==> src/rtl/uart_tx_pkg.sv <==
// Shared definitions for the serial transmitter: FSM state encoding and frame-length helper.
package uart_tx_pkg;

    typedef enum logic [2:0] {
        S_IDLE   = 3'd0,
        S_START  = 3'd1,
        S_DATA   = 3'd2,
        S_PARITY = 3'd3,
        S_STOP   = 3'd4
    } state_t;

    // Total clk cycles from start-bit entry to the end of the last stop bit.
    function automatic int frame_cycles(input int clks_per_bit, input int data_bits,
                                        input int parity_en, input int stop_bits);
        return (1 + data_bits + parity_en + stop_bits) * clks_per_bit;
    endfunction

endpackage

==> src/rtl/uart_baud_counter.sv <==
// Bit-time counter: counts 0..CLKS_PER_BIT-1 and flags the last cycle of each bit.
module uart_baud_counter #(
    parameter int CLKS_PER_BIT = 16
) (
    input  logic clk,
    input  logic rst,
    input  logic clr,
    output logic bit_done
);

    localparam int                CNT_W = $clog2(CLKS_PER_BIT);
    localparam logic [CNT_W-1:0]  LAST  = CNT_W'(CLKS_PER_BIT - 1);

    logic [CNT_W-1:0] r_count;

    assign bit_done = (r_count == LAST);

    always_ff @(posedge clk or posedge rst) begin
        if (rst) begin
            r_count <= '0;
        end else if (clr || bit_done) begin
            r_count <= '0;
        end else begin
            r_count <= r_count + 1'b1;
        end
    end

endmodule

==> src/rtl/uart_tx.sv <==
// Asynchronous serial transmitter: valid/ready word in, start/data/parity/stop frame out.
// Accept-to-start-bit latency is one cycle; tx_ready stays low for the whole frame.
module uart_tx
    import uart_tx_pkg::*;
#(
    parameter int CLKS_PER_BIT = 16,
    parameter int DATA_BITS    = 8,
    parameter int PARITY_EN    = 0,
    parameter int PARITY_ODD   = 0,
    parameter int STOP_BITS    = 1
) (
    input  logic                 clk,
    input  logic                 rst,
    input  logic [DATA_BITS-1:0] tx_data,
    input  logic                 tx_valid,
    output logic                 tx_ready,
    output logic                 tx,
    output logic                 busy
);

    localparam int               IDX_W    = $clog2(DATA_BITS);
    localparam logic [IDX_W-1:0] LAST_IDX = IDX_W'(DATA_BITS - 1);
    localparam logic             LAST_STOP = 1'(STOP_BITS - 1);

    generate
        if (CLKS_PER_BIT < 2 || DATA_BITS < 5 || DATA_BITS > 9 ||
            STOP_BITS < 1 || STOP_BITS > 2 ||
            PARITY_EN < 0 || PARITY_EN > 1 ||
            PARITY_ODD < 0 || PARITY_ODD > 1) begin : g_bad_params
            $error("uart_tx: illegal parameter combination");
        end
    endgenerate

    state_t               r_state;
    logic [DATA_BITS-1:0] r_shift;
    logic [IDX_W-1:0]     r_bit_idx;
    logic                 r_par;
    logic                 r_stop_cnt;
    logic                 w_accept;
    logic                 w_bit_done;

    assign w_accept = tx_valid && tx_ready;

    uart_baud_counter #(
        .CLKS_PER_BIT (CLKS_PER_BIT)
    ) u_baud (
        .clk      (clk),
        .rst      (rst),
        .clr      (w_accept),
        .bit_done (w_bit_done)
    );

    // The line value for the next bit is loaded on the same edge that ends the current
    // bit, so tx is always a flop output.
    always_ff @(posedge clk or posedge rst) begin
        if (rst) begin
            r_state    <= S_IDLE;
            r_shift    <= '0;
            r_bit_idx  <= '0;
            r_par      <= 1'b0;
            r_stop_cnt <= 1'b0;
            tx         <= 1'b1;
            tx_ready   <= 1'b1;
            busy       <= 1'b0;
        end else begin
            case (r_state)
                S_IDLE: begin
                    if (w_accept) begin
                        r_shift   <= tx_data;
                        r_par     <= (PARITY_ODD != 0);
                        r_bit_idx <= '0;
                        tx        <= 1'b0;
                        tx_ready  <= 1'b0;
                        busy      <= 1'b1;
                        r_state   <= S_START;
                    end
                end
                S_START: begin
                    if (w_bit_done) begin
                        tx      <= r_shift[0];
                        r_state <= S_DATA;
                    end
                end
                S_DATA: begin
                    if (w_bit_done) begin
                        r_par   <= r_par ^ r_shift[0];
                        r_shift <= r_shift >> 1;
                        if (r_bit_idx == LAST_IDX) begin
                            r_bit_idx  <= '0;
                            r_stop_cnt <= 1'b0;
                            if (PARITY_EN != 0) begin
                                tx      <= r_par ^ r_shift[0];
                                r_state <= S_PARITY;
                            end else begin
                                tx      <= 1'b1;
                                r_state <= S_STOP;
                            end
                        end else begin
                            r_bit_idx <= r_bit_idx + 1'b1;
                            tx        <= r_shift[1];
                        end
                    end
                end
                S_PARITY: begin
                    if (w_bit_done) begin
                        tx      <= 1'b1;
                        r_state <= S_STOP;
                    end
                end
                S_STOP: begin
                    if (w_bit_done) begin
                        if (r_stop_cnt == LAST_STOP) begin
                            r_stop_cnt <= 1'b0;
                            tx_ready   <= 1'b1;
                            busy       <= 1'b0;
                            r_state    <= S_IDLE;
                        end else begin
                            r_stop_cnt <= r_stop_cnt + 1'b1;
                        end
                    end
                end
                default: begin
                    tx       <= 1'b1;
                    tx_ready <= 1'b1;
                    busy     <= 1'b0;
                    r_state  <= S_IDLE;
                end
            endcase
        end
    end

endmodule

==> config.mk <==
export PLATFORM = sky130hd
export DESIGN_NAME = uart_tx
export DESIGN_NICKNAME = d
export VERILOG_FILES = /design/src/rtl/uart_tx_pkg.sv /design/src/rtl/uart_baud_counter.sv /design/src/rtl/uart_tx.sv
export SDC_FILE = /design/constraint.sdc
export NUM_CORES = 1
export LEC_CHECK = 0
export ABC_AREA = 0
export BUFFER_PORTS_ARGS = -buffer_cell sky130_fd_sc_hd__buf_2
export CELL_PAD_IN_SITES_DETAIL_PLACEMENT = 1
export CELL_PAD_IN_SITES_GLOBAL_PLACEMENT = 1
export CORE_MARGIN = 8
export CORE_UTILIZATION = 43
export CTS_CLUSTER_SIZE = 25
export DETAILED_ROUTE_END_ITERATION = 6
export PLACE_DENSITY = 0.81
export REMOVE_ABC_BUFFERS = 1
export SLEW_MARGIN = 25
export SYNTH_ARGS = -nofsm -noshare
export SYNTH_HDL_FRONTEND = slang
export SYNTH_SLANG_ARGS = --single-unit
==> constraint.sdc <==
create_clock -name clk -period 2.4 [get_ports clk]
set_input_delay 0 -clock clk [delete_from_list [all_inputs] [get_ports clk]]
set_output_delay 0 -clock clk [all_outputs]
set_load 0.03 [all_outputs]
[Word-level counts from Yosys, hierarchy flattened]
Index checks and enable logic that the tools add are counted.
Storage, ports and cells
  flip-flop bits (word level): 22
  bits of input ports: 11
  output and inout port bits: 3
  word-level logic and storage cells: 71
Cells by class
  add/subtract/negate cells: 3
  eq/ne operators: 13
  mux-type cells: 34
  bitwise gates (word level): 2
  reductions and logical operators: 11
Operator list (count)
  $mux 3: 10
  $mux 8: 2
  $pmux 8 s2: 1
  $pmux 3 s5: 1
  $mux 1: 14
  $ne 2x1->1 const B: 5
  $reduce_and 4->1: 2
  $reduce_and 7->1: 1
  $eq 3x2->1 const B: 2
  $eq 3x3->1 const B: 2
  $pmux 1 s3: 2
  $pmux 3 s2: 1
  $pmux 1 s5: 1
  $reduce_and 5->1: 1
  $add 4x1->4 const B: 1
  $eq 4x4->1 const B: 1
  $mux 4: 1
  $ne 2x2->1 const B: 2
  $reduce_bool 2->1: 2
  $add 3x1->3 const B: 1
  $eq 3x1->1 const B: 1
  $logic_not 3->1: 1
  $reduce_and 3->1: 1
  $reduce_or 3->1: 1
  other kinds (5): 6

[Logic depth before layout (Yosys ltp)]
Gate-level depths: netlist of run 1.
  word-level depth: 4
  depth in mapped cells: 5
  depth with buffers taken out: 5

[By module]
Synthesis of run 1 repeated with hierarchy kept, for this count alone.
Second synthesis, totals
  cell total of the unflattened synthesis: 92
  area, all modules: 1081.0 um2
Modules (own cells, without submodules)
  uart_tx: instances 1, cells an instance 78, area each 905.9 um2, sequential area each 427.9 um2
  uart_baud_counter: instances 1, cells an instance 14, area each 175.2 um2, sequential area each 100.1 um2

[Worst setup path before layout of run 1]
Ideal clock, no wire load.
  path type: flip-flop to flip-flop
  start point: register r_state[2]
  end point: register r_bit_idx[0]
  setup time: 121 ps
  arrival time: 1600 ps
  required time: 2279 ps
  slack: 679 ps
  stages on the path, launching flop included: 6
  path buffers: 2
  period minus slack after synthesis: 1721 ps
  cells stage by stage: dfrtp_1 > buf_6 > or4b_4 > buf_6 > o22a_1 > a22o_1
Between the ends
  longest elaborated chain between the ends: 3
  elaborated cells on any way between the ends: 7
  classes of those cells: eq/ne: 3; mux: 1; reduce/logical: 3
RTL lines
  from (decl): line uart_tx.sv:34  | state_t r_state;
  from (signal assigned): line uart_tx.sv:57  | r_state <= S_IDLE;
  from (signal assigned): line uart_tx.sv:75  | r_state <= S_START;
  from (signal assigned): line uart_tx.sv:81  | r_state <= S_DATA;
  $eq 3x2->1 / $logic_not 3->1 (equally long branches): line uart_tx.sv:66  | case (r_state)
  $ne 2x1->1 (no line) / $reduce_bool 2->1 (equally long branches)
  $reduce_and 3->1 (no line)
  to (signal assigned): line uart_tx.sv:99  | r_bit_idx <= r_bit_idx + 1'b1;
  to (decl): line uart_tx.sv:36  | logic [IDX_W-1:0] r_bit_idx;
Several ways; a longest one is shown, not always the timed one.
A chain may end at the register's enable or synchronous reset.

[Worst setup path in the final report of run 1]
  start point: register u_baud.r_count[0]
  end point: register r_shift[5]
Between the ends
  longest elaborated chain between the ends: 3
RTL lines
  from (decl): line uart_baud_counter.sv:14  | logic [CNT_W-1:0] r_count;
  from (signal assigned): line uart_baud_counter.sv:24  | r_count <= r_count + 1'b1;
  $eq 4x4->1: line uart_baud_counter.sv:16  | assign bit_done = (r_count == LAST);
  $ne 2x1->1 (no line)
  $reduce_and 3->1 (no line)
  to (signal assigned): line uart_tx.sv:69  | r_shift <= tx_data;
  to (signal assigned): line uart_tx.sv:87  | r_shift <= r_shift >> 1;
  to (decl): line uart_tx.sv:35  | logic [DATA_BITS-1:0] r_shift;
No other way between the ends.

==> results.py, run 1 <==
metrics = {
    "synth": {
        "async_flop_share_pct": 100,
        "ys_seq_area_share_pct": 51.8,
        "yosys.area.top_type": "dfrtp_1",
        "yosys_warnings": 0,
        "yosys-top-cells-area": "dfrtp_1 (47%), o221a_2 (8.8%), dfstp_2 (5.2%)",
        "synth_edf_count": 0,
        "synth_top_area_share_pct": 46.6,
        "yosysMostFrequentCell": "dfrtp_1",
        "ys_types": 31,
        "syn-cell-area_sq_um": 1020,
        "synthCells": 90,
        "ys_ff_latch": 21,
        "synthTopCellsByCount": "dfrtp_1 (19), nor2_1 (8), o221a_2 (8), or3_1 (7), inv_1 (5)",
        "ys.flop_type": "dfrtp_1",
        "postSynthAreaPerCell_sq_um": 11.3,
    },
    "sta": {
        "period_needed_ns": 1.81,
        "tightest_slew_ns": 0.774,
        "fin_ws_ns": 0.591,
        "max_slew_margin_pct": 48.4,
        "finalHoldViolCount": 0,
        "period_share_pct": 75.4,
        "finalClockSkew_ns": 0.00905,
        "setup_viol": 0,
        "slew_viol_final": 0,
        "rsz0062_at_grt": "no",
        "fmax_mhz": 553,
        "fin_setup_tns_ns": 0,
    },
    "routing": {
        "num_vias": 769,
        "dr.pass1.iters": 4,
        "drtIter0Drc": 15,
        "vias_per_cell": 5.83,
        "drc": 0,
        "wirelength_mm": 2.19,
        "antenna_left": 0,
        "routedWlPerCell_microns": 16.6,
    },
    "run_status": {
        "outcome": "complete, no violations",
    },
    "global_routing": {
        "first_global_vias": 836,
        "grt_max_degree": 22,
        "grt_usage_pct": 11.8,
        "overflow": 0,
        "grtUsageMet2_pct": 19.1,
        "use_met1_pct": 15.0,
        "antenna_found_initial": 0,
        "grt_pass1_wl_mm": 3.93,
        "met3_usage_pct": 4.12,
        "grt-busiest-layer": "met2",
    },
    "cells_and_area": {
        "area_growth_pct": 11.7,
        "antenna_cells": 0,
        "drive_gt1_share_pct": 28.8,
        "fin_nets": 119,
    },
    "die": {
        "dieArea_sq_um": 4190,
        "initial_core_util_pct": 45.7,
        "die_x_microns": 64.7,
        "io_pins": 14,
        "rows": 17,
        "die_h_microns": 64.7,
        "core-area_sq_um": 2230,
    },
    "setup_path": {
        "cp_data_required_time_ns": 2.60,
        "critPathSlowestCell": "or2_1",
        "path_class": "flip-flop to flip-flop",
        "ff2ff_setup_slack_ns": 0.59,
        "crit_path_end_kind": "flip-flop",
        "slowest_delay_ns": 0.44,
        "arrival_ns": 2.01,
        "cp_max_fo": 11,
        "path_cells": "ha_1 > nand3_1 > or2_1 > o221a_2",
        "cp-start-kind": "flip-flop",
    },
    "clock_tree": {
        "clk_pin_slew_worst_paths_ns": 0.12,
        "max-clock-path-buffers": 2,
        "worstSkewPairLatency_ns": 0.31,
        "cts-root-buf": "clkbuf_4",
        "post_cts_buffers": 0,
        "cts-htree-levels": 1,
        "clock_sinks": 21,
        "cts_tree": "yes",
        "cts_buffers": 3,
    },
    "placed_design": {
        "gp_congestion": 0.756,
        "dp_slack_ns": 0.628,
        "hpwl_mm": 1.67,
        "port_buffers": 13,
    },
    "flow_run": {
        "cap_viol_max_count": 0,
    },
    "pwr": {
        "power_leakage_nw": 0.509,
        "powerDensity_nw_per_um2": 1080,
        "peakVddDrop_uv": 568,
    },
    "min_path": {
        "holdCritPathClass": "input pin to flip-flop",
    },
}
==> per-layer routing <==
layer  vias up  share of wire, %
met5         -                 0
met3         2               2.6
li1        367                 -
met4         0              0.37
met1       394                46
met2         6                51
==> final timing paths <==
check / from / endpoint / cells after the start
min reg2reg: u_baud.r_count[0]$_DFF_PP0_ / u_baud.r_count[0]$_DFF_PP0_ / 1
max in group asynchronous: rst / r_bit_idx[2]$_DFFE_PP0P_ / 3
min: tx_data[2] / r_shift[2]$_DFFE_PP0P_ / 3
min in group asynchronous: rst / r_state[2]$_DFFE_PP0P_ / 3
max: u_baud.r_count[0]$_DFF_PP0_ / r_shift[5]$_DFFE_PP0P_ / 4
max reg2reg: u_baud.r_count[0]$_DFF_PP0_ / r_shift[5]$_DFFE_PP0P_ / 4
==> logic make-up (layout without fill, tap and decap cells) <==
family                   count (synthesis)  count (layout)  synth area share [%]
buffers and inverters                   11              25                  5.64
adder cells (fa/ha/maj)                  3               3                  3.68
XOR/XNOR                                 1               1                 0.859
AO/OA/AOI/OAI                           26              26                  22.7
flip-flops                              21              21                  51.8
AND/OR/NAND/NOR                         28              28                  15.3
==> flip-flops by register name (all words and copies together) (netlist names) <==
| name | cells |
|---|---|
| r_state | 3 |
| r_shift | 8 |
| u_baud.r_count | 4 |
| busy | 1 |
| r_bit_idx | 3 |
| tx | 1 |
| tx_ready | 1 |
==> timing repair <==
action                     CTS  global route
setup endpoints to repair    0             0
gates resized for setup      0             0
hold endpoints to repair    21             0
hold buffers                 3             0
==> stage by stage <==
step / utilization (%) / power (W) / std cells / hold slack [ns] / instance area [sq um]
floorplan: - / 0.000946 / 84 / -0.0250 / 981
finish: 51.0 / 0.00123 / 132 / 0.0324 / 1140
global route: 51.0 / 0.00134 / 132 / 0.0350 / 1140
global placement: 48.4 / 0.00105 / 125 / 0.181 / 1080
CTS: 51.0 / 0.00124 / 132 / 0.0214 / 1140
detailed placement: 48.4 / 0.00107 / 125 / 0.183 / 1080
==> worst max-delay path, delay by kind of cell, from the launching register on <==
family	cells	cell delay (ns)
AO/OA/AOI/OAI	1	0.30
AND/OR/NAND/NOR	2	0.77
flip-flops	1	0.40
adder cells (fa/ha/maj)	1	0.24
==> cell usage in the layout, fill, tap and decap left out, drive strengths merged, types with 2 or more instances in the layout <==
cell / n
a22o: 3
o22ai: 2
dfrtp: 19
a21oi: 3
and3: 3
o221a: 8
inv: 5
nand3: 3
buf: 13
dfstp: 2
dlygate4sd3: 3
o41ai: 2
nand2: 3
or3: 7
nor2: 8
or3b: 2
ha: 3
clkbuf: 3
==> layout make-up <==
type	instances	area, sq um
sequential	21	528
fill	260	1090
timing repair buffer	16	95.1
clock inverter	1	5.00
clock buffer	3	22.5
multi-input combinational	58	434
inverter	5	18.8
tap	28	35.0
==> power breakdown <==
part / leakage [nW] / internal [W] / switching (W)
sequential: 0.257 / 0.000504 / 0.000126
clock: 0.0177 / 0.0000622 / 0.000108
combinational: 0.234 / 0.000220 / 0.000210
Note: power is estimated with default switching activity, not from simulation.
==> inputs of run 2 (changes only) <==
==> constraint.sdc (replaced) <==
create_clock -name clk -period 1.8 [get_ports clk]
set_input_delay 0 -clock clk [delete_from_list [all_inputs] [get_ports clk]]
set_output_delay 0 -clock clk [all_outputs]
set_load 0.03 [all_outputs]
==> run 2 against run 1 <==
Against the previous run: setup slack got worse by 0.46 ns; largest cell class unchanged; cell count rose by 3.0%; routed wire length increased by 4.9%; critical path type unchanged; clock skew rose by 0.0013 ns; register-to-register slack lost 0.46 ns.
==> results.py, run 2 (same netlist as run 1, synthesis figures left out) <==
metrics = {
    "run_status": {
        "outcome": "complete, no violations",
    },
    "clock_tree": {
        "cts_buffers": 3,
        "max-clock-path-buffers": 2,
        "cts_tree": "yes",
        "cts-htree-levels": 1,
        "cts-root-buf": "clkbuf_4",
        "post_cts_buffers": 0,
        "clock_sinks": 21,
        "clk_pin_slew_worst_paths_ns": 0.12,
        "worstSkewPairLatency_ns": 0.31,
    },
    "routing": {
        "dr.pass1.iters": 4,
        "wirelength_mm": 2.29,
        "drc": 0,
        "vias_per_cell": 5.74,
        "num_vias": 780,
        "antenna_left": 0,
        "routedWlPerCell_microns": 16.9,
        "drtIter0Drc": 20,
    },
    "placed_design": {
        "gp_congestion": 0.788,
        "hpwl_mm": 1.71,
        "port_buffers": 13,
        "post_dp_cell_area_sq_um": 1110,
    },
    "setup_path": {
        "crit_path_end_kind": "flip-flop",
        "cp_max_fo": 11,
        "cp-start-kind": "flip-flop",
        "cp_data_required_time_ns": 2.05,
        "timing.rr.end": "r_shift[5]$_DFFE_PP0P_",
        "ff2ff_setup_slack_ns": 0.14,
        "path_class": "flip-flop to flip-flop",
        "arrival_ns": 1.91,
        "r2r-start": "r_state[2]$_DFFE_PP0P_",
        "rr_worst_depth": 3,
    },
    "die": {
        "die_h_microns": 64.7,
        "core-area_sq_um": 2230,
        "rows": 17,
        "dieArea_sq_um": 4190,
        "initial_core_util_pct": 45.7,
        "io_pins": 14,
        "die_x_microns": 64.7,
    },
    "sta": {
        "tightest_slew_ns": 0.788,
        "fmax_mhz": 601,
        "finalHoldViolCount": 0,
        "max_slew_margin_pct": 47.4,
        "finalClockSkew_ns": 0.0104,
        "period_share_pct": 92.4,
        "slew_viol_final": 0,
        "whs_ns": 0.0379,
        "fin_setup_tns_ns": 0,
        "setup_viol": 0,
        "period_needed_ns": 1.66,
        "rsz0062_at_grt": "no",
    },
    "min_path": {
        "min_from": "tx_data[1]",
        "hold-path-endpoint": "r_shift[1]$_DFFE_PP0P_",
        "whs_path_depth": 3,
        "holdCritPathClass": "input pin to flip-flop",
    },
    "cells_and_area": {
        "area_growth_pct": 14.5,
        "fin_util_pct": 52.3,
        "top_register": "r_shift",
        "drive_gt1_share_pct": 30.6,
        "seq_area_sq_um": 528,
        "multi_input_area_sq_um": 434,
        "layout_commonest_cell": "dfrtp_1",
        "layout_common_cells": "dfrtp_1 (19), buf_2 (13), nor2_1 (8), o221a_2 (8), or3_1 (7)",
        "antenna_cells": 0,
        "top_regs": "r_shift: 8 flops, u_baud.r_count: 4 flops",
        "fin_area_sq_um": 1170,
        "largest_reg_flops": 8,
        "fin_nets": 123,
        "n_fill_cell": 257,
    },
    "global_routing": {
        "use_met1_pct": 14.8,
        "grt_max_degree": 22,
        "grtUsageMet2_pct": 19.3,
        "overflow": 0,
        "grt-busiest-layer": "met2",
        "grt_pass1_wl_mm": 4.03,
        "grt_usage_pct": 11.8,
        "antenna_found_initial": 0,
        "met3_usage_pct": 2.92,
        "first_global_vias": 857,
    },
    "pwr": {
        "power_leakage_nw": 0.526,
        "powerDensity_nw_per_um2": 1450,
        "total_power_w": 0.00169,
        "peakVddDrop_uv": 760,
    },
    "flow_run": {
        "cap_viol_max_count": 0,
    },
}
run 2: changes by cell type in the layout (fill, tap and decap cells not counted):
cell	change
clkinv_2	-1
buf_4	+4
clkbuf_1	+1
run 2: critical path: stages (launching register included):
cell and delay, ns:
dfrtp_1 0.42, or4b_4 0.61, o22ai_2 0.32, o221a_2 0.25
run 2: worst max-delay path by stage:
stage,start,endpoint,slack (ns),cells past startpoint
5_1_grt,u_baud.r_count[0]$_DFF_PP0_,r_shift[4]$_DFFE_PP0P_,0.08,4
4_1_cts,r_state[2]$_DFFE_PP0P_,r_bit_idx[0]$_DFFE_PP0P_,0.15,3
3_3_place_gp,r_state[2]$_DFFE_PP0P_,r_bit_idx[0]$_DFFE_PP0P_,0.21,3
3_5_place_dp,r_state[2]$_DFFE_PP0P_,r_bit_idx[0]$_DFFE_PP0P_,0.18,3
6_report,r_state[2]$_DFFE_PP0P_,r_shift[5]$_DFFE_PP0P_,0.14,3
2_1_floorplan,r_state[2]$_DFFE_PP0P_,r_bit_idx[0]$_DFFE_PP0P_,0.19,3
run 2: repair_timing:
action                                  4_1_cts  5_1_grt
hold buffers                                  3        0
endpoints found under the setup margin        0        0
endpoints found under the hold margin        21        0
gates resized for setup                       0        0
run 2: layer usage:
layer | share of wire, % | routed length [microns]
met1 | 47 | 1070
met2 | 48 | 1110
met3 | 3.8 | 86
met4 | 1.3 | 29
met5 | 0 | 0
run 2: layout make-up:
type | instances | share of cell area, %
sequential | 21 | 45.2
tap | 28 | 3.00
multi-input combinational | 58 | 37.2
clock buffer | 4 | 2.25
timing repair buffer | 20 | 10.7
inverter | 5 | 1.61
run 2: per-stage QoR:
stage	std cells	setup slack, ns
after floorplan	84	0.185
after global placement	129	0.206
after detailed placement	129	0.180
after CTS	136	0.148
after global routing	136	0.0767
final	136	0.136
run 2: where the power goes:
group	switching, W	total (W)	internal, W	leakage, nW
Sequential	0.000148	0.000821	0.000673	0.257
Clock	0.000145	0.000231	0.0000865	0.0150
Combinational	0.000317	0.000642	0.000325	0.254
==> inputs of run 3 (changes only) <==
--- a/config.mk
+++ b/config.mk
@@ -10,10 +10,11 @@
 export CELL_PAD_IN_SITES_DETAIL_PLACEMENT = 1
 export CELL_PAD_IN_SITES_GLOBAL_PLACEMENT = 1
 export CORE_MARGIN = 8
-export CORE_UTILIZATION = 43
+export CORE_UTILIZATION = 40
 export CTS_CLUSTER_SIZE = 25
 export DETAILED_ROUTE_END_ITERATION = 6
-export PLACE_DENSITY = 0.81
+export MAX_ROUTING_LAYER = met4
+export PLACE_DENSITY = 0.76
 export REMOVE_ABC_BUFFERS = 1
 export SLEW_MARGIN = 25
 export SYNTH_ARGS = -nofsm -noshare
==> run 3 against run 2 <==
Against the previous run: sequential share of layout area grew 0.19 points; utilization is 4.9 points lower; sequential power about the same; setup slack improved by 0.020 ns; clock power decreased by 3%; non-clock buffer count decreased by 1; global-route usage increased by 0.33 points; sequential cell count unchanged; critical path type unchanged; critical endpoint is now r_shift[2]$_DFFE_PP0P_; largest power group unchanged.
==> results.py, run 3 (same netlist as run 1, synthesis figures left out) <==
metrics = {
    "clock_tree": {
        "hold_buffers": 3,
        "worstSkewPairLatency_ns": 0.30,
        "cts_resized": 0,
        "cts-root-buf": "clkbuf_4",
        "cts_buffers": 3,
        "cts_tree": "yes",
        "post_cts_buffers": 0,
        "max-clock-path-buffers": 2,
        "cts-htree-levels": 1,
        "clock_sinks": 21,
        "clk_pin_slew_worst_paths_ns": 0.11,
    },
    "cells_and_area": {
        "layout_common_cells": "dfrtp_1 (19), buf_2 (13), nor2_1 (8), o221a_2 (8), or3_1 (7)",
        "drive_gt1_share_pct": 29.9,
        "largest_reg_flops": 8,
        "antenna_cells": 0,
        "area_growth_pct": 14.0,
        "layout_commonest_cell": "dfrtp_1",
        "fin_nets": 122,
        "top_register": "r_shift",
        "top_regs": "r_shift: 8 flops, u_baud.r_count: 4 flops",
    },
    "sta": {
        "finalClockSkew_ns": 0.00582,
        "slew_viol_final": 0,
        "period_share_pct": 91.4,
        "setup_viol": 0,
        "whs_ns": 0.0368,
        "period_needed_ns": 1.64,
        "finalHoldViolCount": 0,
        "tightest_slew_ns": 0.794,
        "fin_setup_tns_ns": 0,
        "rsz0062_at_grt": "no",
        "max_slew_margin_pct": 47.0,
        "fmax_mhz": 608,
    },
    "setup_path": {
        "slowest_delay_ns": 0.57,
        "cp_data_required_time_ns": 2.05,
        "crit_start": "r_state[1]$_DFFE_PP0P_",
        "path_class": "flip-flop to flip-flop",
        "cpLargestDelayFamily": "compound AO/OA/AOI/OAI gates",
        "path_cells": "or4b_4 > o22ai_2 > o221a_2",
        "crit_buf_inv": 0,
        "critPathSlowestCell": "or4b_4",
        "arrival_ns": 1.90,
        "cp-start-kind": "flip-flop",
        "cp_max_fo": 11,
        "r2r-start": "r_state[1]$_DFFE_PP0P_",
        "crit_path_end_kind": "flip-flop",
    },
    "min_path": {
        "min_from": "tx_data[3]",
        "holdCritPathClass": "input pin to flip-flop",
    },
    "die": {
        "io_pins": 14,
        "die_h_microns": 66.5,
        "rows": 18,
        "die_x_microns": 66.5,
        "dieArea_sq_um": 4420,
        "initial_core_util_pct": 41.5,
        "core-area_sq_um": 2450,
    },
    "routing": {
        "routedWlPerCell_microns": 16.2,
        "wirelength_mm": 2.22,
        "drtIter0Drc": 20,
        "drc": 0,
        "antenna_left": 0,
        "num_vias": 763,
        "dr.pass1.iters": 4,
        "vias_per_cell": 5.57,
    },
    "global_routing": {
        "overflow": 0,
        "grt_pass1_wl_mm": 4.02,
        "grt_max_degree": 22,
        "first_global_vias": 835,
        "antenna_found_initial": 0,
        "grt_usage_pct": 12.1,
    },
    "placed_design": {
        "gp_congestion": 0.860,
        "hpwl_mm": 1.68,
        "port_buffers": 13,
    },
    "run_status": {
        "outcome": "complete, no violations",
    },
    "pwr": {
        "peakVddDrop_uv": 840,
        "power_leakage_nw": 0.521,
        "powerDensity_nw_per_um2": 1430,
    },
    "flow_run": {
        "cap_viol_max_count": 0,
    },
}
==> run 3: power breakdown <==
group	internal, W	switching, W	leakage [nW]	total [W]
Clock	0.0000864	0.000139	0.0150	0.000225
Sequential	0.000673	0.000151	0.257	0.000824
Combinational	0.000314	0.000302	0.249	0.000617
Total	0.00107	0.000593	0.521	0.00167
==> run 3: tightest hold or removal path: cells and delay by family <==
kind | cells | cell delay [ns]
AO/OA/AOI/OAI | 1 | 0.16
buffers and inverters | 1 | 0.07
AND/OR/NAND/NOR | 1 | 0.08
==> run 3: path summary, 6_finish.rpt <==
kind                                                to  slack, ns  cells after the start
worst min register to register          tx$_DFFE_PP1P_       0.49                      2
max in group asynchronous       r_state[0]$_DFFE_PP0P_       0.93                      3
worst max-delay path            r_shift[2]$_DFFE_PP0P_       0.16                      3
worst max register to register  r_shift[2]$_DFFE_PP0P_       0.16                      3
min in group asynchronous       r_shift[2]$_DFFE_PP0P_       0.37                      3
worst min-delay path            r_shift[3]$_DFFE_PP0P_       0.04                      3
==> run 3: layer usage <==
| layer | GRT usage (%) | wire length (microns) | vias to the layer above |
|---|---|---|---|
| met5 | - | 0 | - |
| met4 | 1.60 | 12 | 0 |
| met3 | 4.19 | 97 | 2 |
| met2 | 19.3 | 1140 | 13 |
| met1 | 14.9 | 970 | 374 |
| li1 | - | - | 374 |
==> run 3: final cells by class <==
cell class / count / area [sq um]
fill: 274 / 1290
timing repair buffer: 19 / 118
sequential: 21 / 528
multi-input combinational: 58 / 434
inverter: 5 / 18.8
clock buffer: 4 / 26.3
tap: 30 / 37.5
==> run 3: through the flow <==
step           util [%]  power [W]  setup slack [ns]  instances  instance area, sq um
2_1_floorplan         -    0.00126             0.185         84                   981
3_3_place_gp       45.1    0.00141             0.189        130                  1110
3_5_place_dp       45.1    0.00145             0.151        130                  1110
4_1_cts            47.3    0.00169             0.144        137                  1160
5_1_grt            47.3    0.00182            0.0691        137                  1160
6_report           47.3    0.00167             0.156        137                  1160
